File: config.mk
export PLATFORM = sky130hd
export DESIGN_NAME = enable_stack_array
export DESIGN_NICKNAME = d
export VERILOG_FILES = /design/src/rtl/enstack_pkg.sv /design/src/rtl/enstack_lane.sv /design/src/rtl/enable_stack_array.sv
export SDC_FILE = /design/constraint.sdc
export NUM_CORES = 1
export LEC_CHECK = 0
export CORE_ASPECT_RATIO = 0.8
export CORE_MARGIN = 4
export CORE_UTILIZATION = 60
export DETAILED_ROUTE_END_ITERATION = 12
export HOLD_SLACK_MARGIN = 0.1
export PLACE_DENSITY = 0.87
export SLEW_MARGIN = 10
export SYNTH_ARGS = -nofsm -noshare
export SYNTH_HDL_FRONTEND = slang
export SYNTH_SLANG_ARGS = --single-unit
File: constraint.sdc
create_clock -name clk -period 1.95 [get_ports clk]
set_input_delay 0.39 -clock clk [delete_from_list [all_inputs] [get_ports clk]]
set_output_delay 0.39 -clock clk [all_outputs]
set_load 0.1 [all_outputs]
File: src/rtl/enstack_pkg.sv
`default_nettype none
// +----------------------------------------------------------------------------+
// | Package : enstack_pkg                                                      |
// | Purpose : Shared op encoding for the enable-stack array.                   |
// |           NOP=0, ALLEN=1, PUSHEN=2, POPEN=3, JUMPF=4.                      |
// |           Codes 5..7 have no enumerator and decode as NOP.                 |
// | Rev     : 1.0  initial release                                            |
// +----------------------------------------------------------------------------+
package enstack_pkg;

  localparam int ENSTACK_OP_W = 3;

  typedef enum logic [ENSTACK_OP_W-1:0] {
    OP_NOP    = 3'd0,
    OP_ALLEN  = 3'd1,
    OP_PUSHEN = 3'd2,
    OP_POPEN  = 3'd3,
    OP_JUMPF  = 3'd4
  } enstack_op_t;

endpackage : enstack_pkg
`default_nettype wire

File: src/rtl/enstack_lane.sv
`default_nettype none
// +----------------------------------------------------------------------------+
// | Module  : enstack_lane                                                     |
// | Purpose : One lane's DEPTH-entry enable shift stack. Entry 0 is the top    |
// |           of stack and is presented on en.                                 |
// | Ports   : clk       in   clock, all state changes on posedge              |
// |           reset     in   synchronous active-low reset (stack -> all ones) |
// |           halt      in   freeze the stack while high                      |
// |           op_valid  in   op qualifier                                     |
// |           op        in   3-bit op code (enstack_op_t values)              |
// |           cond_nz   in   this lane's "d value nonzero" flag for JUMPF     |
// |           en        out  registered top-of-stack enable                   |
// | Rev     : 1.0  initial release                                            |
// +----------------------------------------------------------------------------+
module enstack_lane
  import enstack_pkg::*;
#(
  parameter int DEPTH = 32
) (
  input  logic       clk,
  input  logic       reset,
  input  logic       halt,
  input  logic       op_valid,
  input  logic [2:0] op,
  input  logic       cond_nz,
  output logic       en
);

  // Bit 0 is the top of stack, bit DEPTH-1 the bottom.
  logic [DEPTH-1:0] stack_q;
  logic [DEPTH-1:0] stack_d;

  always_comb begin
    stack_d = stack_q;
    if (op_valid && !halt) begin
      case (op)
        OP_ALLEN:  stack_d[0] = 1'b1;
        // Duplicate the top into entry 1; the bottom entry falls off.
        OP_PUSHEN: stack_d = {stack_q[DEPTH-2:0], stack_q[0]};
        // Shift up; the bottom entry keeps its value (replicated).
        OP_POPEN:  stack_d = {stack_q[DEPTH-1], stack_q[DEPTH-1:1]};
        OP_JUMPF:  if (!cond_nz) stack_d[0] = 1'b0;
        default:   stack_d = stack_q;
      endcase
    end
  end

  always_ff @(posedge clk) begin
    if (!reset) begin
      stack_q <= '1;
    end else begin
      stack_q <= stack_d;
    end
  end

  assign en = stack_q[0];

endmodule : enstack_lane
`default_nettype wire

File: src/rtl/enable_stack_array.sv
`default_nettype none
// +----------------------------------------------------------------------------+
// | Module  : enable_stack_array                                               |
// | Purpose : NLANES enable stacks driven by a common op stream, plus a shared |
// |           push-depth counter with sticky overflow/underflow flags.         |
// | Config  : define ENSTACK_ERR_EN to build level/ovf/unf/clr_err; without    |
// |           it those outputs are tied to 0 and clr_err is ignored.           |
// | Ports   : clk       in   clock                                            |
// |           reset     in   synchronous active-low reset                     |
// |           halt      in   freezes all state (after reset) while high       |
// |           op_valid  in   op qualifier                                     |
// |           op        in   3-bit op code                                    |
// |           cond_nz   in   per-lane JUMPF condition                         |
// |           clr_err   in   clears ovf/unf                                   |
// |           en        out  per-lane top-of-stack enable                     |
// |           none_en   out  high when every en bit is 0                      |
// |           level     out  pushes outstanding (saturating 0..DEPTH)         |
// |           ovf, unf  out  sticky overflow / underflow                      |
// | Rev     : 1.0  initial release                                            |
// +----------------------------------------------------------------------------+
module enable_stack_array
  import enstack_pkg::*;
#(
  parameter int NLANES = 2,
  parameter int DEPTH  = 32
) (
  input  logic                       clk,
  input  logic                       reset,
  input  logic                       halt,
  input  logic                       op_valid,
  input  logic [2:0]                 op,
  input  logic [NLANES-1:0]          cond_nz,
  input  logic                       clr_err,
  output logic [NLANES-1:0]          en,
  output logic                       none_en,
  output logic [$clog2(DEPTH+1)-1:0] level,
  output logic                       ovf,
  output logic                       unf
);

  localparam int LVL_W = $clog2(DEPTH+1);

  for (genvar g = 0; g < NLANES; g++) begin : g_lane
    enstack_lane #(
      .DEPTH (DEPTH)
    ) u_lane (
      .clk      (clk),
      .reset    (reset),
      .halt     (halt),
      .op_valid (op_valid),
      .op       (op),
      .cond_nz  (cond_nz[g]),
      .en       (en[g])
    );
  end

  // en is already a flop output, so this NOR carries no path from op.
  assign none_en = ~|en;

`ifdef ENSTACK_ERR_EN
  logic [LVL_W-1:0] level_q, level_d;
  logic             ovf_q, ovf_d;
  logic             unf_q, unf_d;

  always_comb begin
    level_d = level_q;
    ovf_d   = ovf_q;
    unf_d   = unf_q;
    if (!halt) begin
      // Clear first so that an error event in the same cycle wins.
      if (clr_err) begin
        ovf_d = 1'b0;
        unf_d = 1'b0;
      end
      if (op_valid) begin
        case (op)
          OP_PUSHEN: begin
            if (level_q == LVL_W'(DEPTH)) ovf_d = 1'b1;
            else                          level_d = level_q + LVL_W'(1);
          end
          OP_POPEN: begin
            if (level_q == '0) unf_d = 1'b1;
            else               level_d = level_q - LVL_W'(1);
          end
          default: ;
        endcase
      end
    end
  end

  always_ff @(posedge clk) begin
    if (!reset) begin
      level_q <= '0;
      ovf_q   <= 1'b0;
      unf_q   <= 1'b0;
    end else begin
      level_q <= level_d;
      ovf_q   <= ovf_d;
      unf_q   <= unf_d;
    end
  end

  assign level = level_q;
  assign ovf   = ovf_q;
  assign unf   = unf_q;
`else
  // Error tracking is absent in this build; clr_err has no effect.
  logic unused_clr_err;
  assign unused_clr_err = clr_err;

  assign level = '0;
  assign ovf   = 1'b0;
  assign unf   = 1'b0;
`endif

endmodule : enable_stack_array
`default_nettype wire

## After elaboration in Yosys (flattened, before gate mapping)

Index checks and enable logic that the tools add are counted.

- Bits of input ports: 10
- Word-level logic and storage cells: 29
- Bits in registers: 64
- Output and inout bits: 11

- Bitwise operators: 1
- Multiplexer cells: 6
- Eq/ne operators: 6
- Reductions and logical operators: 10

Operators with widths:

| kind | count |
|---|---|
| case mux 31 bit (2 select lines) | 2 |
| AND reduction 3 bit | 3 |
| equality test 3 x 2 -> 1 bit, second input constant | 2 |
| case mux 1 bit (3 select lines) | 2 |
| inequality test 2 bit, second input constant | 2 |
| equality test 3 x 1 -> 1 bit, second input constant | 1 |
| equality test 3 bit, second input constant | 1 |
| nonzero test 3 bit | 1 |
| logical NOT 1 bit | 2 |
| two-way mux 1 bit | 2 |
| AND reduction 2 bit | 1 |
| nonzero test 2 bit | 1 |
| OR reduction 2 bit | 1 |
| logical AND 1 bit | 1 |
| inverter 1 bit | 1 |

## Longest topological paths before layout

Gate-level depths: netlist of the first run.

- Depth after elaboration: 3
- Gate-level depth with buffers: 5
- Mapped depth without buffers: 3

## Hierarchy

A second synthesis of the first run with hierarchy kept.

- Cells, all modules: 306
- Area total of the unflattened synthesis: 2925.3 um2

Modules (own cells, without submodules):

| module | area each (um2) | seq. area each (um2) | cells each | instances |
|---|---|---|---|---|
| enstack_lane | 1428.9 | 640.6 | 148 | 2 |
| enable_stack_array | 67.6 | 0.0 | 10 | 1 |

## Worst setup path after synthesis of the first run

No wires, ideal clock.

- Kind: register to output
- Start: reg g_lane[0].u_lane.stack_q[0]
- End: out none_en
- Path slack: -0.020 ns
- Cell stages (with the launch flop): 2
- Data arrival time: 1.580 ns
- Cells stage by stage: dfxtp_1 > nor2_1

- Longest elaborated chain between the ends: 2

Ends and longest elaborated chain:

| element | RTL line | RTL |
|---|---|---|
| start, declared | enstack_lane.sv:30 | `logic [DEPTH-1:0] stack_q;` |
| start signal, assigned | enstack_lane.sv:52 | `stack_q <= stack_d;` |
| OR reduction 2 bit | enable_stack_array.sv:58 | `assign none_en = ~\|en;` |
| logical NOT 1 bit | enable_stack_array.sv:58 |  |
| end, declared | enable_stack_array.sv:35 | `output logic none_en,` |

No other way between the ends.

## Worst setup path after layout of the first run

- Start: in halt
- End: reg g_lane[0].u_lane.stack_q[23]

- Longest elaborated chain between the ends: 3

Ends and longest elaborated chain:

| element | RTL line | RTL |
|---|---|---|
| start, declared | enable_stack_array.sv:29 | `input logic halt,` |
| logical NOT 1 bit | enstack_lane.sv:35 | `if (op_valid && !halt) begin` |
| logical AND 1 bit | enstack_lane.sv:35 |  |
| AND reduction 2 bit (no source line) | -- |  |

No other way between the ends.
A chain may end at the register's enable or synchronous reset.

==> flow_summary.yaml, run 1 <==
status:
  outcome: "complete, no violations"
worst_setup_path:
  r2r-start: "g_lane[1].u_lane.stack_q[0]$_SDFFE_PN1P_"
  cp.required_ps: 2160
  reg2regPathDepth: 2
  end_kind: "register"
  arrival_ps: 1740
  crit_path_start: "halt"
  start_kind: "primary input"
  timing.rr.end: "g_lane[1].u_lane.stack_q[1]$_SDFFE_PN1P_"
  path_class: "primary input to register"
  r2r_slack_ps: 1140
  cp_max_fo: 37
place:
  hpwl_um: 3550
  numPortBuffers: 11
  dp_cells: 367
  gp_congestion: 0.686
sta:
  whs_ps: 411
  finalCritPeriodShare_pct: 78.2
  slew_violations: 0
  rsz0062_at_grt: "false"
  setup_violations: 0
  fin_crit_ps: 1530
  hold_violations: 0
  fmax_mhz: 656
  fin_worst_skew_ps: 4.23
  tns_ps: 0
die:
  initial_core_util_pct: 61.4
  die_w_um: 91.4
  fp.dieH_um: 74.7
  io_pins: 21
  die_area_um2: 6830
  coreArea_um2: 5440
  num_rows: 24
synth:
  yosysTopAreaCell: "dfxtp_1"
  yosys-top-cells-area: "dfxtp_1, o211ai_2, mux2i_1, nand2_1, buf_12"
  ys_types: 22
  avgSynthCellArea_um2: 11.1
  ys_seq_area_share_pct: 38.4
  muxShareOfSynthArea_pct: 18.0
  synthAdderAreaFrac_pct: 0
  syn-cell-area_um2: 3340
  synth_compound_area_share_pct: 24.6
  synth_top_area_share_pct: 38.4
  netlist_instances: 302
  yosysWarnings: 0
  synth_xor_area_share_pct: 0
  ys_ff_latch: 64
  yosys.area_share.simple_pct: 8.65
  synth_top_family_by_area: "compound AO/OA/AOI/OAI gates"
global_route:
  antenna_found_initial: 0
  grt_pass1_vias: 2152
  grt_max_degree: 64
  grt_first_pass_wirelength_um: 9300
  gr-total-overflow: 0
  grt_usage_pct: 17.2
finish:
  mostFrequentLayoutCells: "dfxtp_1, mux2i_1, nand2_1, o211ai_2, clkbuf_8"
  area_growth_pct: 6.52
  layout-drive-gt1-share_pct: 29.1
  mostFrequentLayoutCell: "dfxtp_1"
  final_util_pct: 65.4
  regMostFlops: "g_lane.u_lane.stack_q"
  largest_reg_flops: 64
  fin_cells: 380
  largestRegisters: "g_lane.u_lane.stack_q: 64 flops"
  final_nets: 310
  n_antenna_cell: 0
pwr:
  switching_share_pct: 26.6
  p_per_area_nw_per_um2: 764
  comb_power_share_pct: 13.7
  clock_power_share_pct: 35.1
  seq_power_share_pct: 51.2
  finalPower_mw: 2.72
  switchingPower_uw: 724
  p_leak_nw: 1.71
  ir_drop_mv: 0.453
  internal-power_mw: 1.99
cts:
  cts_tree: "yes"
  postCtsSetupRepairBufs: 0
  cts.path.max_buffers: 2
  cts-hold-fix-buffers: 0
  cts-resized-gates: 0
  worstSkewPairLatency_ps: 330
  cts-root-buf: "clkbuf_8"
  cts.htree.levels: 3
  clock_sinks: 64
  cts_buffers: 9
  path_clk_slew_ps: 60
drt:
  vias: 2139
  viasPerCell: 5.63
  ant_nets: 0
  dr.pass1.iters: 4
  drt_iter0_drc: 161
  wirelength_um: 5370
  post_drt_wl_per_cell_um: 14.1
  drcViolationCount: 0
run:
  max_cap_violations: 0
hold_path:
  hold_end: "g_lane[1].u_lane.stack_q[9]$_SDFFE_PN1P_"
  hp-class: "primary input to register"
  min_from: "reset"
  hold_depth: 2
## stage by stage
| step | area, µm² | setup slack (ps) |
|---|---|---|
| floorplan | 3370 | 435 |
| global placement | 3400 | 119 |
| detailed placement | 3400 | 83.3 |
| CTS | 3560 | 441 |
| global route | 3560 | 376 |
| finish | 3560 | 425 |
## routing by layer
| layer | GRT usage [%] | share of wire, % | up-vias | wire length, µm |
|---|---|---|---|---|
| li1 | - | - | 1066 | - |
| met1 | 18.5 | 46 | 1042 | 2440 |
| met2 | 31.3 | 50 | 24 | 2680 |
| met3 | 6.89 | 3.3 | 7 | 179 |
| met4 | 5.52 | 1.2 | 0 | 63 |
| met5 | 0 | 0 | - | 0 |
## cell type report
| cell class | instances | area, µm² |
|---|---|---|
| clock buffer | 12 | 155 |
| clock inverter | 1 | 5.00 |
| fill | 405 | 1880 |
| inverter | 3 | 11.3 |
| multi-input combinational | 204 | 1760 |
| sequential | 64 | 1280 |
| tap | 78 | 97.6 |
| timing repair buffer | 18 | 248 |
## worst max-delay path by stage
stage / to / slack, ps / cells after the start
2_1_floorplan: none_en / 430 / 1
3_3_place_gp: g_lane[0].u_lane.stack_q[22]$_SDFFE_PN1P_ / 120 / 6
3_5_place_dp: g_lane[0].u_lane.stack_q[23]$_SDFFE_PN1P_ / 80 / 6
4_1_cts: g_lane[0].u_lane.stack_q[23]$_SDFFE_PN1P_ / 440 / 6
5_1_grt: g_lane[0].u_lane.stack_q[23]$_SDFFE_PN1P_ / 380 / 6
6_report: g_lane[0].u_lane.stack_q[23]$_SDFFE_PN1P_ / 420 / 6
## worst max-delay path: stages
cell and delay [ps]:
clkdlybuf4s50_1 460, nand4bb_4 300, buf_12 220, buf_4 190, nand2_1 80, o211ai_2 80
## power by group through the flow
stage | Sequential (mW) | Clock, mW | Combinational, mW
final | 1.39 | 0.954 | 0.372
after global routing | 1.40 | 1.04 | 0.400
after floorplan | 1.41 | 0 | 0.341
after global placement | 1.42 | 0 | 0.361
after CTS | 1.39 | 0.982 | 0.375
after detailed placement | 1.42 | 0 | 0.374
## synthesized netlist by cell type
master     number
inv_1           3
buf_2          13
nand3_1         2
buf_12          7
nand2b_1        1
or3b_1          1
and4bb_1        1
dfxtp_1        64
o21ai_1         2
o21ai_0         2
buf_4          11
mux2i_1        60
o311ai_1        2
or4bb_1         1
nand4bb_1       1
conb_1          1
nand2_1        60
clkbuf_4        5
o211ai_2       60
clkbuf_1        2
o311ai_2        2
nor2_1          1
## cell families (layout without fill, tap and decap cells)
family | after synthesis | in the layout
compound gates | 68 | 68
mux | 60 | 60
buf+inv | 41 | 34
other cells | 1 | 8
flops | 64 | 64
simple gates | 68 | 68
(Power assumes the default switching activity.)
==> inputs of run 2 (changes only) <==
Settings changed: CORE_UTILIZATION 60 to 53, PLACE_DENSITY 0.87 to 0.81.
Clock period 1.95 ns to 1.24 ns, I/O delays scaled along.
==> run 2 against run 1 <==
  * The run now ends with negative setup slack left
  * Total power grew 85%
  * Critical path type is now register to output pin
  * Final area grew 6.4%
  * Highest routed layer unchanged
  * Worst setup slack lost 450 ps
  * Clock-buffer cell count shrank 1
  * Via count shrank 0.33%
  * Routed wire length grew 4.3%
  * Cell count grew 4.5%
  * Sequential power grew 58%
  * Hold slack lost 79 ps
  * First-iteration DRC count shrank 51%
==> flow_summary.yaml, run 2 (synthesized netlist as in run 1, its figures left out) <==
status:
  outcome: "finished with violations"
  violations: "negative setup slack"
sta:
  slew_violations: 0
  fmax_mhz: 791
  rsz0062_at_grt: "true"
  setup_violations: 1
  fin_ws_ps: -23.5
  whs_ps: 332
  hold_violations: 0
  fin_crit_ps: 1260
  fin_worst_skew_ps: 4.50
  finalCritPeriodShare_pct: 102
worst_setup_path:
  r2r_slack_ps: 380
  timing.rr.end: "g_lane[1].u_lane.stack_q[1]$_SDFFE_PN1P_"
  cp_slowest_cell: "dfxtp_4"
  path_class: "register to output pin"
  crit_path_start: "g_lane[1].u_lane.stack_q[0]$_SDFFE_PN1P_"
  cp.required_ps: 990
  crit_buf_inv: 1
  start_kind: "register"
  endpoint: "none_en"
  arrival_ps: 1020
  end_kind: "output pin"
  path_delay_family: "flip-flops"
  r2r-start: "g_lane[1].u_lane.stack_q[0]$_SDFFE_PN1P_"
  worst_path_largest_cell_delay_ps: 370
  cp_max_fo: 4
  crit_cells: 2
  reg2regPathDepth: 3
  cp_cell_sequence: "nor2_4 > buf_12"
global_route:
  gr-total-overflow: 0
  grt_usage_pct: 15.7
  grt_max_degree: 51
  antenna_found_initial: 0
  grt_first_pass_wirelength_um: 9850
  top_usage_layer: "met2"
  met3_usage_pct: 6.06
  met2_usage_pct: 26.3
  grtUsageMet1_pct: 18.9
  grt_pass1_vias: 2075
die:
  die_w_um: 96.7
  die_area_um2: 7640
  coreArea_um2: 6010
  fp.dieH_um: 79
  initial_core_util_pct: 55.6
  num_rows: 25
  io_pins: 21
place:
  dp_cells: 380
  gp_congestion: 0.743
  numPortBuffers: 11
  postPlaceCellArea_um2: 3520
  hpwl_um: 3810
  preCtsSetupSlack_ps: -454
finish:
  mostFrequentLayoutCell: "dfxtp_1"
  area_growth_pct: 13.4
  fin_cells: 397
  final_nets: 321
  mostFrequentLayoutCells: "dfxtp_1, mux2i_1, nand2_1, o211ai_2"
  regMostFlops: "g_lane.u_lane.stack_q"
  layout-drive-gt1-share_pct: 33.2
  largest_reg_flops: 64
  n_antenna_cell: 0
  final_area_um2: 3790
  largestRegisters: "g_lane.u_lane.stack_q: 64 flops"
cts:
  cts_tree: "yes"
  cts-root-buf: "clkbuf_8"
  path_clk_slew_ps: 70
  worstSkewPairLatency_ps: 340
  cts.path.max_buffers: 2
  cts.htree.levels: 3
  cts_buffers: 9
  clock_sinks: 64
hold_path:
  hp-class: "primary input to register"
drt:
  viasPerCell: 5.37
  drt_iter0_drc: 79
  post_drt_wl_per_cell_um: 14.1
  wirelength_um: 5600
  ant_nets: 0
  dr.pass1.iters: 4
  vias: 2132
  drcViolationCount: 0
pwr:
  p_leak_nw: 1.83
  ir_drop_mv: 0.599
  p_per_area_nw_per_um2: 1330
run:
  max_cap_violations: 0
==> run 2: cell count changes in the layout (fill, tap and decap cells not counted), sizes merged <==
cell,previous run,this run
buf,12,23
bufinv,0,3
clkbuf,12,11
clkdlybuf4s50,6,2
clkinvlp,0,1
dlygate4sd2,0,4
==> run 2: cell type report <==
class / count / area [µm²]
Clock buffer: 11 / 151
Clock inverter: 5 / 103
Fill cell: 498 / 2220
Inverter: 3 / 11.3
Multi-Input combinational cell: 204 / 1760
Sequential cell: 64 / 1290
Tap cell: 81 / 101
Timing Repair Buffer: 29 / 367
==> run 2: report_power, final <==
| part | switching, mW | internal, mW |
|---|---|---|
| Clock | 0.786 | 1.44 |
| Combinational | 0.383 | 0.224 |
| Sequential | 0.0603 | 2.13 |
==> run 2: worst min-delay path by stage <==
| stage | startpoint | to | slack, ps | depth (start not counted) |
|---|---|---|---|---|
| floorplan | cond_nz[0] | g_lane[0].u_lane.stack_q[0]$_SDFFE_PN1P_ | 430 | 2 |
| global placement | g_lane[0].u_lane.stack_q[31]$_SDFFE_PN1P_ | g_lane[0].u_lane.stack_q[31]$_SDFFE_PN1P_ | 480 | 2 |
| CTS | op[0] | g_lane[1].u_lane.stack_q[0]$_SDFFE_PN1P_ | 310 | 4 |
| detailed placement | g_lane[0].u_lane.stack_q[5]$_SDFFE_PN1P_ | g_lane[0].u_lane.stack_q[5]$_SDFFE_PN1P_ | 490 | 2 |
| finish | op[0] | g_lane[1].u_lane.stack_q[0]$_SDFFE_PN1P_ | 330 | 4 |
| global route | reset | g_lane[0].u_lane.stack_q[15]$_SDFFE_PN1P_ | 320 | 3 |
==> run 2: per-stage QoR <==
step	power [mW]	TNS, ps	utilization (%)
after floorplan	2.75	0	-
after global placement	2.83	-21330	58.6
after detailed placement	2.85	-25330	58.6
after CTS	5.10	-53.8	62.8
after global routing	5.24	-71.3	63.0
final	5.02	-23.5	63.0
==> run 2: layer usage <==
metal  wire length [µm]  up-vias  share of wire (%)
met5                  0        -                  0
met4                 59        0                1.1
met3                182        8                3.3
met2               2700       25                 48
met1               2660      998                 47
li1                   -     1101                  -
==> run 2: worst reg2reg max path: stages (launching register included) <==
cell and delay, ps:
dfxtp_4 370, buf_4 140, mux2i_1 150, o211ai_2 80
==> run 2: repair_timing <==
item / CTS / global route
setup buffers: 0 / 1
hold buffers: 0 / 0
pin swaps: 1 / 1
setup endpoints to repair: 62 / 1
gates resized for setup: 7 / 2
